==> config.mk <==
export PLATFORM = sky130hd
export DESIGN_NAME = uart_rx
export DESIGN_NICKNAME = d
export VERILOG_FILES = /design/src/rtl/uart_pkg.sv /design/src/rtl/sync_2ff.sv /design/src/rtl/uart_rx.sv
export SDC_FILE = /design/constraint.sdc
export NUM_CORES = 1
export LEC_CHECK = 0
export ABC_AREA = 1
export BUFFER_PORTS_ARGS = -buffer_cell sky130_fd_sc_hd__buf_2
export CAP_MARGIN = 20
export CORE_ASPECT_RATIO = 1.5
export CORE_MARGIN = 2
export CORE_UTILIZATION = 40
export DETAILED_ROUTE_END_ITERATION = 8
export PLACE_DENSITY = 0.56
export SLEW_MARGIN = 20
export SYNTH_ARGS = -nofsm -noshare
export SYNTH_HDL_FRONTEND = slang
export SYNTH_HIERARCHICAL = 1
export SYNTH_SLANG_ARGS = --single-unit
==> constraint.sdc <==
create_clock -name sys_clk -period 1.6 [get_ports sys_clk]
set_input_delay 0.32 -clock sys_clk [delete_from_list [all_inputs] [get_ports sys_clk]]
set_output_delay 0.32 -clock sys_clk [all_outputs]
set_load 0.02 [all_outputs]
==> src/rtl/uart_pkg.sv <==
// Shared UART receiver definitions: receive FSM state encoding and default frame geometry.
package uart_pkg;

  localparam int DEFAULT_DATA_BITS  = 8;
  localparam int DEFAULT_OVERSAMPLE = 8;

  typedef enum logic [2:0] {
    ST_IDLE   = 3'd0,
    ST_START  = 3'd1,
    ST_DATA   = 3'd2,
    ST_PARITY = 3'd3,
    ST_STOP   = 3'd4,
    ST_BREAK  = 3'd5
  } rx_state_t;

endpackage

==> src/rtl/sync_2ff.sv <==
// Two-flop synchronizer for a single asynchronous bit; flops reset to RESET_VAL.
module sync_2ff #(
  parameter logic RESET_VAL = 1'b1
) (
  input  logic clk,
  input  logic rst_n,
  input  logic d,
  output logic q
);

  logic meta;

  always_ff @(posedge clk or negedge rst_n) begin
    if (!rst_n) begin
      meta <= RESET_VAL;
      q    <= RESET_VAL;
    end else begin
      meta <= d;
      q    <= meta;
    end
  end

endmodule

==> src/rtl/uart_rx.sv <==
// Oversampling UART receiver: 2-flop rxd sync, bclkx8 edge tick, start/data/parity/stop/break FSM.
// Optional even parity bit enabled by defining UART_RX_PARITY_EN.
module uart_rx
  import uart_pkg::*;
#(
  parameter int DATA_BITS  = DEFAULT_DATA_BITS,
  parameter int OVERSAMPLE = DEFAULT_OVERSAMPLE
) (
  input  logic                 sys_clk,
  input  logic                 rst,
  input  logic                 bclkx8,
  input  logic                 rxd,
  output logic [DATA_BITS-1:0] rx_data,
  output logic                 rx_valid,
  output logic                 framing_err,
  output logic                 parity_err,
  output logic                 rx_busy
);

  localparam int CW = (OVERSAMPLE > 1) ? $clog2(OVERSAMPLE) : 1;
  localparam int BW = (DATA_BITS > 1) ? $clog2(DATA_BITS) : 1;
  localparam logic [CW-1:0] HALF_LAST = CW'(OVERSAMPLE / 2 - 1);
  localparam logic [CW-1:0] FULL_LAST = CW'(OVERSAMPLE - 1);
  localparam logic [BW-1:0] BIT_LAST  = BW'(DATA_BITS - 1);

  rx_state_t            state, state_nxt;
  logic                 rxd_s;
  logic                 bclk_q;
  logic                 tick;
  logic [CW-1:0]        cnt, cnt_nxt;
  logic [BW-1:0]        bit_cnt, bit_nxt;
  logic [DATA_BITS-1:0] shreg;
  logic                 shift_en;
  logic                 load;
  logic                 ferr;

`ifdef UART_RX_PARITY_EN
  logic                 par_en;
  logic                 par_bit;
`endif

  sync_2ff #(.RESET_VAL(1'b1)) u_rxd_sync (
    .clk   (sys_clk),
    .rst_n (rst),
    .d     (rxd),
    .q     (rxd_s)
  );

  assign tick    = bclkx8 & ~bclk_q;
  assign rx_busy = (state != ST_IDLE);

  always_ff @(posedge sys_clk or negedge rst) begin
    if (!rst) state <= ST_IDLE;
    else      state <= state_nxt;
  end

  always_comb begin
    state_nxt = state;
    cnt_nxt   = cnt;
    bit_nxt   = bit_cnt;
    shift_en  = 1'b0;
    load      = 1'b0;
    ferr      = 1'b0;
`ifdef UART_RX_PARITY_EN
    par_en    = 1'b0;
`endif
    if (tick) begin
      case (state)
        ST_IDLE: begin
          if (!rxd_s) begin
            state_nxt = ST_START;
            cnt_nxt   = '0;
          end
        end
        ST_START: begin
          if (cnt == HALF_LAST) begin
            cnt_nxt   = '0;
            bit_nxt   = '0;
            state_nxt = rxd_s ? ST_IDLE : ST_DATA;
          end else begin
            cnt_nxt = cnt + CW'(1);
          end
        end
        ST_DATA: begin
          if (cnt == FULL_LAST) begin
            cnt_nxt  = '0;
            shift_en = 1'b1;
            if (bit_cnt == BIT_LAST) begin
              bit_nxt = '0;
`ifdef UART_RX_PARITY_EN
              state_nxt = ST_PARITY;
`else
              state_nxt = ST_STOP;
`endif
            end else begin
              bit_nxt = bit_cnt + BW'(1);
            end
          end else begin
            cnt_nxt = cnt + CW'(1);
          end
        end
        ST_PARITY: begin
`ifdef UART_RX_PARITY_EN
          if (cnt == FULL_LAST) begin
            cnt_nxt   = '0;
            par_en    = 1'b1;
            state_nxt = ST_STOP;
          end else begin
            cnt_nxt = cnt + CW'(1);
          end
`else
          state_nxt = ST_IDLE;
`endif
        end
        ST_STOP: begin
          if (cnt == FULL_LAST) begin
            cnt_nxt = '0;
            if (rxd_s) begin
              load      = 1'b1;
              state_nxt = ST_IDLE;
            end else begin
              ferr      = 1'b1;
              state_nxt = ST_BREAK;
            end
          end else begin
            cnt_nxt = cnt + CW'(1);
          end
        end
        ST_BREAK: begin
          // A held-low line parks here so it cannot look like a fresh start bit.
          if (rxd_s) state_nxt = ST_IDLE;
        end
        default: state_nxt = ST_IDLE;
      endcase
    end
  end

  // rx_valid is a one-cycle strobe with no back-pressure; rx_data stays stable until the next strobe.
  always_ff @(posedge sys_clk or negedge rst) begin
    if (!rst) begin
      bclk_q      <= 1'b0;
      cnt         <= '0;
      bit_cnt     <= '0;
      shreg       <= '0;
      rx_data     <= '0;
      rx_valid    <= 1'b0;
      framing_err <= 1'b0;
    end else begin
      bclk_q      <= bclkx8;
      cnt         <= cnt_nxt;
      bit_cnt     <= bit_nxt;
      if (shift_en) shreg <= {rxd_s, shreg[DATA_BITS-1:1]};
      if (load) rx_data <= shreg;
      rx_valid    <= load;
      framing_err <= ferr;
    end
  end

`ifdef UART_RX_PARITY_EN
  always_ff @(posedge sys_clk or negedge rst) begin
    if (!rst) begin
      par_bit    <= 1'b0;
      parity_err <= 1'b0;
    end else begin
      if (par_en) par_bit <= rxd_s;
      parity_err <= load & (^shreg ^ par_bit);
    end
  end
`else
  assign parity_err = 1'b0;
`endif

endmodule

======== Word-level counts from Yosys, hierarchy flattened ========
Index checks and enable logic that the tools add are counted.
storage, ports and cells
  flip-flop bits (word level) ............. 30
  input port bits ......................... 4
  output and inout port bits .............. 12
  logic and storage cells ................. 63
operators by class
  add/subtract/negate cells ............... 2
  equal/unequal tests ..................... 13
  muxes and demuxes ....................... 28
  bitwise operators ....................... 2
  reductions and logical operators ........ 8
operators with widths
  cell                                                    count
  two-way mux 3 bit                                       13
  one-hot mux 3 bit (5 select lines)                      1
  equality test 3 bit (second input constant)             4
  two-way mux 1 bit                                       11
  inequality test 2 bit (second input constant)           5
  one-hot mux 3 bit (3 select lines)                      1
  AND reduction 7 bit                                     1
  adder 3 x 1 -> 3 bit (second input constant)            2
  equality test 3 x 2 -> 1 bit (second input constant)    2
  one-hot mux 3 bit (2 select lines)                      1
  nonzero test 3 bit                                      2
  AND reduction 4 bit                                     1
  equality test 3 x 1 -> 1 bit (second input constant)    1
  zero test 3 bit                                         1
  AND reduction 3 bit                                     1
  two-way mux 2 bit                                       1
  inequality test 2 x 1 -> 1 bit (second input constant)  1
  nonzero test 2 bit                                      1
  OR reduction 2 bit                                      1
  bitwise AND 1 bit                                       1
  inverter 1 bit                                          1

======== Logic depth before layout (Yosys ltp) ========
Gate-level depths: netlist of the first run.
  depth in word-level cells ............... 4
  mapped depth ............................ 9
  gate-level depth less buffers ........... 9

======== Modules after synthesis ========
The synthesis of the first run kept the hierarchy.
by module, submodules not included
  module    instances  cells an instance  area an instance (um2)  sequential area each (um2)
  uart_rx   1          167                1471.4                  700.7
  sync_2ff  1          2                  52.6                    52.6

======== Least setup slack after synthesis of the first run ========
OpenSTA, ideal clock, no wires.
  path type ............................... flip-flop to flip-flop
  start ................................... register cnt[0]
  end ..................................... register rx_data[5]
  setup time .............................. 0.118 ns
  arrival time ............................ 1.295 ns
  required time ........................... 1.482 ns
  path slack .............................. 0.187 ns
  cell stages (with the launch flop) ...... 8
  path buffers ............................ 1
  clock period less this slack ............ 1.413 ns
  cell sequence ........................... dfrtp_1 > ha_1 > nand2_1 > nor3_4 > nand2_2 > buf_6 > nand2_2 > o21ai_2
on the way
  word-level cells in the longest chain between the ends .. 4
RTL lines
  item                    line            source
  start, declared         uart_rx.sv:30   logic [CW-1:0] cnt, cnt_nxt;
  start signal, assigned  uart_rx.sv:150  cnt <= cnt_nxt;
  equality test 3 bit     uart_rx.sv:116  if (cnt == FULL_LAST) begin
  two-way mux 1 bit       uart_rx.sv:116
  two-way mux 1 bit       uart_rx.sv:68   case (state)
  two-way mux 1 bit       uart_rx.sv:67   if (tick) begin
  end signal, assigned    uart_rx.sv:153  if (load) rx_data <= shreg;
  end, declared           uart_rx.sv:13   output logic [DATA_BITS-1:0] rx_data,
No other way between the ends.
A chain may end at the register's enable or synchronous reset.

======== Final worst setup path of the first run ========
  start ................................... register state[1]
  end ..................................... output rx_busy
on the way
  word-level cells in the longest chain between the ends .. 1
RTL lines
  item                    line           source
  start, declared         uart_rx.sv:26  rx_state_t state, state_nxt;
  start signal, assigned  uart_rx.sv:54  else state <= state_nxt;
  nonzero test 3 bit      uart_rx.sv:50  assign rx_busy = (state != ST_IDLE);
  end, declared           uart_rx.sv:17  output logic rx_busy
No other way between the ends.

==> results of run 1 <==
==> registers in the layout, indices dropped and copies added (netlist names) <==
signal,flops
bclk_q,1
bit_cnt,3
cnt,3
framing_err,1
rx_data,8
rx_valid,1
shreg,8
state,3
u_rxd_sync/meta,1
u_rxd_sync/q,1
==> where the power goes <==
group	switching, mW	internal, mW	total [mW]
combinational	0.505	0.283	0.787
sequential	0.115	0.839	0.954
clock	0.286	0.347	0.633
==> kinds of logic after synthesis <==
| kind of cell | count (synthesis) |
|---|---|
| compound gates | 19 |
| buf+inv | 22 |
| simple gates | 92 |
| other cells | 1 |
| flops | 30 |
| fa+ha+maj | 5 |
==> final cells by class <==
| cell class | count | area (µm²) |
|---|---|---|
| sequential | 30 | 756 |
| clock inverter | 1 | 5.00 |
| clock buffer | 7 | 86.3 |
| timing repair buffer | 19 | 108 |
| multi-input combinational | 117 | 684 |
| fill | 384 | 1880 |
| tap | 43 | 53.8 |
| inverter | 19 | 71.3 |
==> path summary, 6_finish.rpt <==
| kind | start | to |
|---|---|---|
| worst max-delay path | state[1]$_DFFE_PN0P_ | rx_busy |
| worst min-delay path | rst | rx_valid$_DFF_PN0_ |
| worst max register to register | cnt[1]$_DFFE_PN0P_ | bit_cnt[0]$_DFFE_PN0P_ |
| worst min register to register | u_rxd_sync/meta$_DFF_PN1_ | u_rxd_sync/q$_DFF_PN1_ |
| max in group asynchronous | rst | state[1]$_DFFE_PN0P_ |
| min in group sys_clk | rxd | u_rxd_sync/meta$_DFF_PN1_ |
==> through the flow <==
step / instance area [µm²] / setup slack [ps] / cells / util [%]
6_report: 1760 / 37.9 / 236 / 48.4
5_1_grt: 1760 / -13.8 / 236 / 48.4
4_1_cts: 1730 / 17.9 / 233 / 47.3
3_5_place_dp: 1630 / 41.6 / 225 / 44.8
3_3_place_gp: 1630 / 102 / 225 / 44.8
2_1_floorplan: 1520 / 187 / 169 / -
==> routing by layer <==
metal  routed length (µm)  global-route usage, %
met4                  110                   9.75
met2                 1550                   27.8
met3                  103                   4.68
met5                    0                      0
met1                 1210                   18.9
==> cell usage after synthesis (2+ instances only) <==
library cell | count | area, µm²
buf_6 | 2 | 22.5
dfrtp_1 | 28 | 701
dfstp_2 | 2 | 52.6
ha_1 | 5 | 62.6
inv_1 | 17 | 63.8
inv_2 | 2 | 7.51
nand2_1 | 56 | 210
nand2_2 | 5 | 31.3
nand3_1 | 12 | 60.1
nand3b_1 | 2 | 15.0
nor2_1 | 5 | 18.8
nor2_2 | 3 | 18.8
nor2_4 | 2 | 22.5
o21ai_1 | 2 | 10.0
o21ai_2 | 14 | 123
==> repair_timing <==
action | in CTS | in global routing
pin swaps | 0 | 1
setup buffers | 0 | 3
gates resized for setup | 1 | 5
setup endpoints to repair | 1 | 15
==> impl_metrics.yaml, run 1 <==
logic_synthesis:
  muxShareOfSynthArea_pct: 0
  yosys.area_share.simple_pct: 29.5
  yosysWarnings: 6
  synth_compound_area_share_pct: 10.1
  synth_xor_area_share_pct: 0
  postSynthCellCount: 169
  synth_cell_types: 27
  synth_fa_ha_area_share_pct: 4.11
  synth_nets: 178
  yosysSeqAreaShare_pct: 49.4
  synth_top_family_by_area: "simple AND/OR/NAND/NOR gates"
  ys_seq_elements: 30
  synth_ff_type: "dfrtp_1"
  syn_area_per_cell_um2: 9.02
  synthesis.area_um2: 1520
  async_flop_share_pct: 100
  synth_edf_count: 0
sta:
  fin_setup_tns_ps: 0
  drv_slew: 0
  finalCritPeriodShare_pct: 97.6
  hold_slack_ps: 66.1
  hold_viol_final: 0
  timing.fmax_mhz: 640
  worst_pin_slew_ps: 662
  fin_crit_ps: 1560
  fin_skew_ps: 3.10
  setup_viol: 0
  relSlewSlack_pct: 55.9
global_route:
  grt_pass1_vias: 1195
  grt_pass1_wl_um: 5330
  grt_overflow: 0
  grt_usage_pct: 17.0
  antenna_found_initial: 0
  grt_max_degree: 31
floorplan:
  start_util_pct: 41.8
  die_area_um2: 4330
  io_pins: 16
  die_h_um: 79.6
  die_w_um: 54.4
  core_area_um2: 3650
  fp-row-count: 27
clock_tree:
  h-tree-depth: 2
  cts_root_buffer: "clkbuf_8"
  clock_latency_ps: 280
  cts_hold_buffers: 0
  clock_sinks: 30
  cts_buffers: 5
  clock_path_buffers: 2
  cts_tree: "done"
  clkTransAtPathRegs_ps: 70
route:
  postRouteAntennaNets: 0
  vias: 1178
  wire_per_inst_um: 12.6
  post_drt_via_cell_ratio: 4.99
  routed_wl_um: 2980
  drc: 0
  drtIter0Drc: 14
  firstDrtPassIters: 4
worst_setup_path:
  path_max_fanout: 7
  cp.depth: 3
  worst-path-buf-inv: 1
  end_kind: "output port"
  setup.worst_path.class: "flip-flop to output port"
  cp_cell_sequence: "nor2_4 -> nand2_1 -> buf_2"
  critPathLaunchType: "flip-flop"
  reg2reg_depth: 7
  worst_path_max_delay_cell: "dfrtp_2"
  arrival_ps: 1240
  worst_path_dominant_cell_family: "flip-flops"
  crit_required_ps: 1280
  rrSetupSlack_ps: 100
  max_stage_delay_ps: 480
finish:
  final_cell_mix: "nand2_1, dfrtp_1, inv_1"
  n_antenna_cell: 0
  drive_above_1_share_pct: 32.6
  syn_to_final_growth_pct: 15.8
  final_common_cell: "nand2_1"
  nNetsFinal: 201
power:
  power.density_nw_per_um2: 1350
  p_leak_nw: 0.930
  max-vdd-ir-drop_v: 0.000705
  total_power_mw: 2.37
min_path:
  hp-class: "input port to async pin"
placement:
  port_buffers: 14
  hpwl_um: 2140
  gp_congestion: 0.848
outcome:
  status: "finished, final reports clean"
run:
  cap_violations: 0
(Power assumes the default switching activity.)
==> inputs of run 2 (changes only) <==
--- a/config.mk
+++ b/config.mk
@@ -7,10 +7,9 @@
 export LEC_CHECK = 0
 export ABC_AREA = 1
 export BUFFER_PORTS_ARGS = -buffer_cell sky130_fd_sc_hd__buf_2
-export CAP_MARGIN = 20
 export CORE_ASPECT_RATIO = 1.5
-export CORE_MARGIN = 2
 export CORE_UTILIZATION = 40
+export CTS_CLUSTER_SIZE = 8
 export DETAILED_ROUTE_END_ITERATION = 8
 export PLACE_DENSITY = 0.56
 export SLEW_MARGIN = 20
==> run 2 against run 1 <==
Compared with the run above: cell count is 0.42% higher; wire length is 1.8% lower; critical endpoint unchanged; global-route usage is 0.38 points lower; fmax is 1.3% higher; via count is 2.1% lower; clock skew is 4.1 ps higher; setup slack better by 20 ps; non-clock buffer count is 1 higher.
==> impl_metrics.yaml, run 2 (same netlist as run 1, synthesis figures left out) <==
sta:
  drv_slew: 0
  fin_skew_ps: 7.19
  finalCritPeriodShare_pct: 96.4
  setup_viol: 0
  timing.fmax_mhz: 648
  relSlewSlack_pct: 55.9
  worst_pin_slew_ps: 662
  rsz0062_at_grt: "no"
  hold_viol_final: 0
  fin_crit_ps: 1540
  fin_setup_tns_ps: 0
route:
  firstDrtPassIters: 4
  post_drt_via_cell_ratio: 4.86
  wl_met3_um: 103
  top_layer: "met4"
  wl_met1_um: 1220
  postRouteAntennaNets: 0
  vias: 1153
  drtIter0Drc: 18
  drc: 0
  wl_met2_um: 1550
  routed_wl_um: 2930
  wire_per_inst_um: 12.3
global_route:
  grt_pass1_wl_um: 4910
  grt_max_degree: 31
  antenna_found_initial: 0
  grt_usage_pct: 16.6
  grt_overflow: 0
  grt_pass1_vias: 1080
floorplan:
  die_w_um: 52.4
  core_area_um2: 3650
  die_area_um2: 4070
  io_pins: 16
  start_util_pct: 41.8
  fp-row-count: 27
  die_h_um: 77.6
worst_setup_path:
  rrSetupSlack_ps: 120
  arrival_ps: 1220
  setup.worst_path.class: "flip-flop to output port"
  r2r-end: "rx_data[3]$_DFFE_PN0P_"
  path_max_fanout: 5
  critPathLaunchType: "flip-flop"
  r2r-start: "u_rxd_sync/q$_DFF_PN1_"
  reg2reg_depth: 5
  crit_required_ps: 1280
  end_kind: "output port"
placement:
  place_area_um2: 1630
  port_buffers: 14
  dp_cells: 225
  gp_congestion: 0.835
  hpwl_um: 2090
clock_tree:
  cts_root_buffer: "clkbuf_8"
  clock_sinks: 30
  clock_path_buffers: 2
  clock_latency_ps: 280
  cts_buffers: 5
  clkTransAtPathRegs_ps: 60
  cts_hold_buffers: 0
  h-tree-depth: 2
  cts_tree: "done"
finish:
  syn_to_final_growth_pct: 15.9
  design_area_um2: 1770
  nNetsFinal: 202
  top_regs: "rx_data (8), shreg (8)"
  drive_above_1_share_pct: 33.0
  final_common_cell: "nand2_1"
  n_antenna_cell: 0
  final_cell_mix: "nand2_1, dfrtp_1, inv_1"
  finalNonFillerCells: 237
power:
  power.density_nw_per_um2: 1340
  p_leak_nw: 0.923
  max-vdd-ir-drop_v: 0.000759
outcome:
  status: "finished, final reports clean"
run:
  cap_violations: 0
min_path:
  hp-class: "input port to async pin"
## run 2: routing by layer
layer	up-vias	track usage (%)
met4	0	7.11
met5	-	0
li1	583	-
met1	541	18.8
met3	6	5.10
met2	23	27.7
## run 2: how the worst max path moves through the flow
stage	slack [ps]	from	endpoint
floorplan	190	cnt[0]$_DFFE_PN0P_	rx_data[5]$_DFFE_PN0P_
global placement	100	state[1]$_DFFE_PN0P_	rx_data[3]$_DFFE_PN0P_
detailed placement	80	cnt[1]$_DFFE_PN0P_	state[1]$_DFFE_PN0P_
CTS	7	state[1]$_DFFE_PN0P_	rx_busy
global route	0.08	cnt[1]$_DFFE_PN0P_	bit_cnt[1]$_DFFE_PN0P_
finish	60	state[0]$_DFFE_PN0P_	rx_busy
## run 2: stage by stage
stage / setup WS, ps / total power, mW / util [%] / hold slack [ps]
CTS: 7.01 / 2.30 / 47.3 / 89.2
global placement: 104 / 1.63 / 44.8 / 354
floorplan: 187 / 1.46 / - / 24.4
global route: 0.0756 / 2.53 / 48.4 / 121
detailed placement: 79.1 / 1.65 / 44.8 / 355
finish: 57.7 / 2.37 / 48.4 / 65.0
## run 2: worst max-delay path, stage by stage, from the launching register on
cell,delay [ps]
dfrtp_1,450
nor2_4,180
nand2_1,130
buf_2,180
## run 2: area by class of cell
| cell class | count | area (µm²) |
|---|---|---|
| Sequential cell | 30 | 756 |
| Clock inverter | 1 | 5.00 |
| Multi-Input combinational cell | 117 | 679 |
| Clock buffer | 7 | 86.3 |
| Inverter | 19 | 71.3 |
| Timing Repair Buffer | 20 | 115 |
| Tap cell | 43 | 53.8 |
| Fill cell | 361 | 1880 |
## run 2: repair_timing
item	CTS	global route
setup endpoints to repair	0	9
buffers inserted	0	4
endpoints found under the hold margin	0	0
resized for setup	0	5
## run 2: power by group
group | internal [mW] | switching (mW)
clock network | 0.347 | 0.289
registers | 0.839 | 0.104
logic | 0.290 | 0.501
total | 1.48 | 0.893
==> inputs of run 3 (changes only) <==
--- a/config.mk
+++ b/config.mk
@@ -5,7 +5,6 @@
 export SDC_FILE = /design/constraint.sdc
 export NUM_CORES = 1
 export LEC_CHECK = 0
-export ABC_AREA = 1
 export BUFFER_PORTS_ARGS = -buffer_cell sky130_fd_sc_hd__buf_2
 export CORE_ASPECT_RATIO = 1.5
 export CORE_UTILIZATION = 40
==> run 3 against run 2 <==
Compared with the run above: the flow now finishes with violations (negative setup slack); synthesized cell count shrank 33%; sequential share of layout area shrank 2.5 points; fmax shrank 9.4%; synthesized area shrank 6.9%; clock skew shrank 2.5 ps; critical path depth grew 2; wire length shrank 3.8%; die area shrank 6.7%; flip-flop and latch count is the same; clock power shrank 13%; total power grew 9.6%; critical endpoint is now state[2]$_DFFE_PN0P_; cell count shrank 17%.
==> impl_metrics.yaml, run 3 <==
outcome:
  status: "finished, violations left"
  violations: "negative setup slack"
sta:
  setup_viol: 11
  relSlewSlack_pct: 57.1
  drv_slew: 0
  timing.fmax_mhz: 587
  fin_skew_ps: 4.65
  fin_crit_ps: 1700
  rsz0062_at_grt: "yes"
  setup_ws_ps: -103
  hold_viol_final: 0
  finalCritPeriodShare_pct: 106
  worst_pin_slew_ps: 643
power:
  power.density_nw_per_um2: 1380
  seqPwrFrac_pct: 37.5
  p_leak_nw: 0.948
  power.internal_mw: 1.72
  pwr-share-comb_pct: 41.2
  power.share.clock_pct: 21.3
  sw_frac_of_total_pct: 33.8
  max-vdd-ir-drop_v: 0.000834
  power.switching_mw: 0.876
logic_synthesis:
  yosys.cell_count.top_type: "dfrtp_1"
  synthesis.area_um2: 1420
  yosysSeqAreaShare_pct: 53.1
  yosysTopAreaCellShare_pct: 49.4
  synth_ff_type: "dfrtp_1"
  synth_commonest_cells: "dfrtp_1, mux2_2, nand2_1"
  postSynthCellCount: 114
  synth_edf_count: 0
  ys_seq_elements: 30
  async_flop_share_pct: 100
  yosysWarnings: 6
  synth_top_area_cell: "dfrtp_1"
  synth_nets: 123
  synth_cell_types: 35
  syn_area_per_cell_um2: 12.4
  ys_top_cells_by_area: "dfrtp_1, mux2_2, ha_1, dfstp_2, nand2_1"
run:
  cap_violations: 0
finish:
  nNetsFinal: 162
  num-fill-cells: 319
  final_common_cell: "dfrtp_1"
  finalNonFillerCells: 196
  syn_to_final_growth_pct: 32.1
  top_regs: "rx_data (8), shreg (8)"
  drive_above_1_share_pct: 48.1
  final_cell_mix: "dfrtp_1, buf_4, mux2_4"
  n_antenna_cell: 0
floorplan:
  die_h_um: 74.9
  die_area_um2: 3790
  die_w_um: 50.6
  core_area_um2: 3380
  fp-row-count: 26
  io_pins: 16
  start_util_pct: 41.9
clock_tree:
  h-tree-depth: 2
  clock_latency_ps: 270
  clock_sinks: 30
  cts_buffers: 5
  clock_path_buffers: 2
  cts_tree: "done"
  cts_root_buffer: "clkbuf_8"
  clkTransAtPathRegs_ps: 60
worst_setup_path:
  end_kind: "flip-flop"
  crit_required_ps: 1750
  critPathLaunchType: "flip-flop"
  arrival_ps: 1860
  path_max_fanout: 3
  reg2reg_depth: 5
  setup.worst_path.class: "flip-flop to flip-flop"
placement:
  place_ws_ps: -120
  hpwl_um: 1990
  gp_congestion: 0.884
  dp_cells: 184
  port_buffers: 14
global_route:
  grt_pass1_wl_um: 4690
  antenna_found_initial: 0
  grt_overflow: 0
  grt_pass1_vias: 1006
  grt_usage_pct: 17.6
  grt_max_degree: 31
route:
  wire_per_inst_um: 14.4
  routed_wl_um: 2810
  post_drt_via_cell_ratio: 4.95
  drtIter0Drc: 22
  drc: 0
  postRouteAntennaNets: 0
  firstDrtPassIters: 4
  vias: 970
min_path:
  hp-class: "input port to async pin"
==> run 3: layer usage <==
metal / share of wire (%) / GRT usage [%]
met5: 0 / 0
met4: 2.3 / 10.2
met3: 2.8 / 4.44
met2: 53 / 30.5
met1: 42 / 19.5
==> run 3: logic make-up after synthesis <==
group	count (synthesis)	synth area share, %
AO/OA/AOI/OAI	16	8.11
XOR/XNOR	1	0.617
adder cells (fa/ha/maj)	6	5.11
buffers and inverters	10	4.06
flip-flops	30	53.1
multiplexers	22	17.3
other	1	0.264
AND/OR/NAND/NOR	28	11.5
==> run 3: path summary, 6_finish.rpt <==
kind                                           startpoint                   endpoint  slack (ps)
worst min register to register  u_rxd_sync/meta$_DFF_PN1_     u_rxd_sync/q$_DFF_PN1_         360
worst min-delay path                                  rst       state[0]$_DFFE_PN0P_          70
max in group asynchronous                             rst       state[1]$_DFFE_PN0P_        1080
worst max register to register     bit_cnt[0]$_DFFE_PN0P_       state[2]$_DFFE_PN0P_        -100
worst max-delay path               bit_cnt[0]$_DFFE_PN0P_       state[2]$_DFFE_PN0P_        -100
min in group sys_clk                                  rxd  u_rxd_sync/meta$_DFF_PN1_         150
==> run 3: per-stage QoR <==
step                total power [mW]  setup TNS (ps)  hold slack (ps)  area (µm²)  util [%]
CTS                             2.54           -1020             90.3        1840      54.4
floorplan                       1.55            -791             24.4        1440         -
global placement                1.85            -570              346        1660      49.2
global route                    2.78           -2070              121        1870      55.4
finish                          2.60            -893             71.3        1870      55.4
detailed placement              1.89           -1020              352        1660      49.2
==> run 3: area by class of cell <==
class                   instances  area [µm²]  share of cell area, %
inverters                       5        18.8                   1.00
multi-input cells              75         716                   38.2
well taps                      42        52.6                   2.80
flip-flops and latches         30         754                   40.3
repair buffers                 36         253                   13.5
clock buffers                   8        80.1                   4.27
==> run 3: power groups by stage <==
stage                     clock [mW]  combinational [mW]  sequential [mW]
after floorplan                    0               0.619            0.927
after global placement             0               0.891            0.962
after detailed placement           0               0.923            0.964
after CTS                      0.579               0.990            0.974
after global routing           0.604                1.19            0.990
final                          0.554                1.07            0.973
==> run 3: worst max-delay path, cell delays in order, from the launching register on <==
cell and delay, ps:
dfrtp_1 390, ha_2 200, ha_4 160, o32a_1 370, o211ai_4 130, mux2_4 330
==> run 3: repair_timing <==
action                     4_1_cts  5_1_grt
setup endpoints to repair       20       23
gates resized for setup         16        7
cloned                           1        0
setup buffers                    2        1
pin swaps                        3        0
hold buffers                     0        0
